**config.mk**
```make
export PLATFORM = sky130hd
export DESIGN_NAME = lrrr_controller
export DESIGN_NICKNAME = d
export VERILOG_FILES = /design/src/rtl/lrrr_pkg.sv /design/src/rtl/lrrr_controller_frame_countdown.sv /design/src/rtl/lrrr_controller.sv
export SDC_FILE = /design/constraint.sdc
export NUM_CORES = 1
export LEC_CHECK = 0
export ABC_AREA = 1
export CAP_MARGIN = 40
export CORE_ASPECT_RATIO = 1.4
export CORE_MARGIN = 3
export CORE_UTILIZATION = 40
export CTS_BUF_LIST = sky130_fd_sc_hd__clkbuf_16
export DETAILED_ROUTE_END_ITERATION = 7
export PLACE_DENSITY = 0.56
export REMOVE_ABC_BUFFERS = 1
export SYNTH_ARGS = -nofsm -noshare
export SYNTH_HDL_FRONTEND = slang
export SYNTH_SLANG_ARGS = --single-unit
```
**constraint.sdc**
```tcl
create_clock -name clk -period 1.9 [get_ports clk]
set_clock_uncertainty 0.1 [all_clocks]
set_input_delay 0.38 -clock clk [delete_from_list [all_inputs] [get_ports clk]]
set_output_delay 0.38 -clock clk [all_outputs]
set_load 0.02 [all_outputs]
```
**src/rtl/lrrr_pkg.sv**
```systemverilog
// lrrr_pkg: shared state type and widths for the Lrrr boss controller
package lrrr_pkg;
  typedef enum logic [1:0] {IDLE, ARRIVE, ACTIVE, DEFEATED} lrrr_state_t;
  localparam int FRAME_CNT_W = 8;
  localparam int HP_W = 4;
endpackage

```
**src/rtl/lrrr_controller_frame_countdown.sv**
```systemverilog
// frame_countdown: loadable frame down counter with a one-clk expiry strobe
module frame_countdown
  import lrrr_pkg::*;
(
  input  logic                   clk,
  input  logic                   resetN,
  input  logic                   load,
  input  logic                   startOfFrame,
  input  logic [FRAME_CNT_W-1:0] loadValue,
  output logic                   expired
);
  logic [FRAME_CNT_W-1:0] count;
  // Expiry is decoded from the pre-decrement count so a reload can use it without a loop.
  assign expired = startOfFrame && count == FRAME_CNT_W'(1);
  always_ff @(posedge clk or negedge resetN)
    if (!resetN) count <= '0;
    else if (load) count <= loadValue;
    else if (startOfFrame && count != '0) count <= count - FRAME_CNT_W'(1);
endmodule

```
**src/rtl/lrrr_controller.sv**
```systemverilog
// lrrr_controller: Lrrr boss phase FSM with arrival delay, dive timer and hit handling
module lrrr_controller
  import lrrr_pkg::*;
#(
  parameter int WAIT_FRAMES   = 90,
  parameter int TOGGLE_PERIOD = 45,
  parameter int HIT_POINTS    = 5,
  parameter int HIT_COOLDOWN  = 15
)(
  input  logic            clk,
  input  logic            resetN,
  input  logic            startOfFrame,
  input  logic            gameStart,
  input  logic            hitIn,
  output logic            waiting,
  output logic            toggleY,
  output logic [HP_W-1:0] hitPoints,
  output logic            invulnerable,
  output logic            defeatedPulse
);
  localparam logic [FRAME_CNT_W-1:0] WAIT_LOAD = FRAME_CNT_W'(WAIT_FRAMES == 0 ? 1 : WAIT_FRAMES);
  localparam logic [FRAME_CNT_W-1:0] DIVE_LOAD = FRAME_CNT_W'(TOGGLE_PERIOD);
  localparam logic [FRAME_CNT_W-1:0] COOL_LOAD = FRAME_CNT_W'(HIT_COOLDOWN);
  localparam logic [HP_W-1:0]        HP_LOAD   = HP_W'(HIT_POINTS);
  lrrr_state_t state;
  logic hitD, arriveExp, diveExp, coolExp, enterActive, hitOk, killHit;
  assign enterActive = state == ARRIVE && arriveExp && !gameStart;
  // gameStart outranks a coincident hit, so the hit is dropped here.
  assign hitOk   = state == ACTIVE && !invulnerable && hitIn && !hitD && !gameStart;
  assign killHit = hitOk && hitPoints == HP_W'(1);
  frame_countdown arriveCnt (
    .clk(clk), .resetN(resetN), .load(gameStart), .startOfFrame(startOfFrame),
    .loadValue(WAIT_LOAD), .expired(arriveExp)
  );
  frame_countdown diveCnt (
    .clk(clk), .resetN(resetN), .load(enterActive || diveExp), .startOfFrame(startOfFrame),
    .loadValue(DIVE_LOAD), .expired(diveExp)
  );
  frame_countdown coolCnt (
    .clk(clk), .resetN(resetN), .load(hitOk), .startOfFrame(startOfFrame),
    .loadValue(COOL_LOAD), .expired(coolExp)
  );
  always_ff @(posedge clk or negedge resetN)
    if (!resetN) begin
      state         <= IDLE;
      waiting       <= 1'b1;
      toggleY       <= 1'b0;
      hitPoints     <= HP_LOAD;
      invulnerable  <= 1'b0;
      defeatedPulse <= 1'b0;
      hitD          <= 1'b0;
    end else begin
      hitD          <= hitIn;
      defeatedPulse <= 1'b0;
      if (gameStart) begin
        state        <= ARRIVE;
        waiting      <= 1'b1;
        toggleY      <= 1'b0;
        hitPoints    <= HP_LOAD;
        invulnerable <= 1'b0;
      end else if (enterActive) begin
        state   <= ACTIVE;
        waiting <= 1'b0;
      end else if (killHit) begin
        state         <= DEFEATED;
        waiting       <= 1'b1;
        toggleY       <= 1'b0;
        hitPoints     <= '0;
        invulnerable  <= 1'b0;
        defeatedPulse <= 1'b1;
      end else if (state == ACTIVE) begin
        toggleY      <= diveExp || (toggleY && !startOfFrame);
        invulnerable <= hitOk || (invulnerable && !coolExp);
        hitPoints    <= hitPoints - HP_W'(hitOk);
      end
    end
endmodule

```
==> results.sh <==
export IMPL_die_width_microns=67.2
export IMPL_internal_power_uw=1860
export IMPL_syn2layout_area_growth_pct=19.8
export IMPL_synth_xor_area_frac=0.0292
export IMPL_num_antenna_cells=0
export IMPL_switching_share=0.352
export IMPL_crit_buf_inv=1
export IMPL_ios=13
export IMPL_synth_edff_count=0
export IMPL_clkSinkCount=35
export IMPL_synth_most_common_cell="nand2_1"
export IMPL_cp_top_family="buffers and inverters"
export IMPL_tightestPinTransition_ps=452
export IMPL_hp_class="in2async"
export IMPL_synth_area_leaders="dfrtp_1, nand2_1, nand3_1"
export IMPL_avgSynthCellArea_sq_um=7.42
export IMPL_overflow=0
export IMPL_drt_initial_drc_count=62
export IMPL_placementRows=30
export IMPL_synth_compound_area_frac=0.0697
export IMPL_seq_power_share=0.379
export IMPL_num_fill_cells=509
export IMPL_syn_inst=283
export IMPL_drt_pass1_iterations=4
export IMPL_die_h_microns=91.7
export IMPL_drc_errors=0
export IMPL_gp_congestion=0.797
export IMPL_path_depth=1
export IMPL_max_stage_delay_ps=630
export IMPL_async_reset_ff_frac=1.00
export IMPL_timing_final_max_slew_violations=0
export IMPL_clk_latency_ps=280
export IMPL_nets=324
export IMPL_cts_buffer_depth=2
export IMPL_synth_seq_area_share=0.419
export IMPL_critical_path_startpoint_type="register"
export IMPL_worstSetupPathType="reg2out"
export IMPL_critical_path_cell_chain="clkdlybuf4s50_1"
export IMPL_finalSetupViolCount=0
export IMPL_cts_buffers=5
export IMPL_cp_required_ps=1420
export IMPL_place_area_sq_um=2350
export IMPL_synthMuxAreaShare=0
export IMPL_dp_hpwl_microns=3470
export IMPL_r2r_cells=9
export IMPL_via_count=1857
export IMPL_slew_headroom=0.699
export IMPL_yosysWarnings=0
export IMPL_cts_tree="built"
export IMPL_postCtsSetupRepairBufs=0
export IMPL_cap_violations=0
export IMPL_ys_seq_elements=35
export IMPL_status="finished clean"
export IMPL_synth_cell_type_count=27
export IMPL_antenna_found_initial=0
export IMPL_rsz0062_at_grt="no"
export IMPL_core_sq_um=4950
export IMPL_cp_end_kind="primary output"
export IMPL_worst_slack_ps=117
export IMPL_wire_per_inst_microns=12.4
export IMPL_power_leakage_uw=0.00129
export IMPL_finalCritPeriodShare=0.939
export IMPL_seqCellArea_sq_um=880
export IMPL_clk_pin_slew_ps=60
export IMPL_wirelength_microns=4650
export IMPL_synth_area_leader_cell="dfrtp_1"
export IMPL_antenna_left=0
export IMPL_power_switching_uw=1010
export IMPL_multi_input_area_sq_um=1040
export IMPL_yosys_top_cells_count="nand2_1, inv_1, nor2_1, nand3_1, dfrtp_1"
export IMPL_synth_top_family_by_area="simple AND/OR/NAND/NOR gates"
export IMPL_pre_cts_ws_ps=-143
export IMPL_whs_ps=35.7
export IMPL_viasPerCell=4.95
export IMPL_cp_max_fo=4
export IMPL_clock_fmax_mhz=561
export IMPL_synth_adder_area_share=0.0536
export IMPL_io_buffers=12
export IMPL_dieArea_sq_um=6170
export IMPL_grt_max_degree=36
export IMPL_drive_gt1_frac=0.122
export IMPL_final_cell_area_sq_um=2520
export IMPL_grt_pass1_vias=1855
export IMPL_pwr_share_comb=0.302
export IMPL_synth_simple_area_share=0.344
export IMPL_clkPwrFrac=0.318
export IMPL_grt_pass1_wl_microns=8220
export IMPL_start_util=0.424
export IMPL_period_minus_slack_ps=1780
export IMPL_cp_arrival_ps=1300
export IMPL_peakVddDrop_mv=0.661
export IMPL_synth_ff_type="dfrtp_1"
export IMPL_cp_slowest_cell="clkdlybuf4s50_1"
export IMPL_cts_root_buf="clkbuf_16"
export IMPL_powerDensity_nw_per_um2=1140
export IMPL_hold_viol=0
export IMPL_h_tree_depth=2
export IMPL_grt_usage=0.172
export IMPL_synth_area_sq_um=2100
export IMPL_synth_top_area_frac=0.381
[state kept, by name, summed over array words and instances (netlist names)]
| signal | count |
|---|---|
| waiting | 1 |
| state | 2 |
| toggleY | 1 |
| diveCnt.count | 8 |
| coolCnt.count | 8 |
| invulnerable | 1 |
| hitPoints | 4 |
| defeatedPulse | 1 |
| arriveCnt.count | 8 |
| hitD | 1 |
[metrics by stage]
| step | power [uW] | TNS, ps | utilization | instances |
|---|---|---|---|---|
| floorplan | 1730 | 0 | - | 280 |
| global placement | 1970 | -260 | 0.475 | 367 |
| detailed placement | 1980 | -376 | 0.475 | 367 |
| CTS | 2910 | 0 | 0.507 | 375 |
| global route | 3100 | 0 | 0.508 | 375 |
| finish | 2870 | 0 | 0.508 | 375 |
[kinds of logic (layout without fill, tap and decap cells)]
| kind of cell | Yosys count | count (layout) |
|---|---|---|
| AO/OA/AOI/OAI | 25 | 25 |
| XOR/XNOR | 7 | 7 |
| adder cells (fa/ha/maj) | 9 | 9 |
| AND/OR/NAND/NOR | 163 | 163 |
| buffers and inverters | 44 | 72 |
| flip-flops | 35 | 35 |
[area by class of cell]
| type | count | area share |
|---|---|---|
| Inverter | 41 | 0.0612 |
| Multi-Input combinational cell | 204 | 0.415 |
| Tap cell | 64 | 0.0318 |
| Clock buffer | 5 | 0.0497 |
| Timing Repair Buffer | 23 | 0.0771 |
| Clock inverter | 3 | 0.0154 |
| Sequential cell | 35 | 0.350 |
[power by group through the flow]
stage,clock (uW),sequential [uW],combinational [uW]
2_1_floorplan,0,1060,668
3_3_place_gp,0,1100,871
3_5_place_dp,0,1100,880
4_1_cts,936,1090,881
5_1_grt,966,1110,1020
6_report,914,1090,868
[timing repair]
item | CTS | global route
endpoints found under the hold margin | 0 | 0
hold buffers | 0 | 0
setup endpoints to repair | 3 | 1
resized for setup | 3 | 3
[metal layers]
layer,GRT usage,wire length [microns],vias to the layer above
met4,0.0677,85,0
met3,0.0343,139,7
met1,0.191,1960,881
met2,0.308,2470,18
met5,0,0,-
li1,-,-,951
[placed cells by master (no fill, tap or decap)]
cell type	synthesis	routed
ha_2	0	1
clkinv_1	0	1
bufinv_16	0	1
clkinv_2	0	1
a21oi_2	1	1
nand2_4	2	2
o21ai_4	1	1
inv_1	39	38
nand2_2	3	3
nor3_1	1	1
nor2_1	37	37
buf_2	2	1
dfrtp_1	32	32
xor2_1	6	6
or2_0	1	1
nand3_2	1	1
buf_4	0	11
ha_1	9	8
o21ai_1	5	6
nor2_2	2	2
o21bai_1	1	1
inv_2	2	3
clkdlybuf4s50_1	0	8
dfstp_2	3	3
clkbuf_16	0	5
dlygate4sd2_1	0	3
a21oi_1	4	4
nor2_4	1	1
xnor2_1	1	1
nand2_1	72	72
o21ai_0	12	11
nand4_1	9	9
o21ai_2	1	1
nand3_1	34	34
[path summary, 6_finish.rpt]
check                            startpoint                to  slack, ps
setup / recovery               invulnerable      invulnerable        120
hold / removal                       resetN      invulnerable         40
setup reg to reg           diveCnt.count[0]  diveCnt.count[0]        230
hold reg to reg                     waiting           waiting        360
max in group asynchronous            resetN      hitPoints[0]       1320
min in group clk                    waiting           waiting        360
Power figures use the tool's default switching activity.
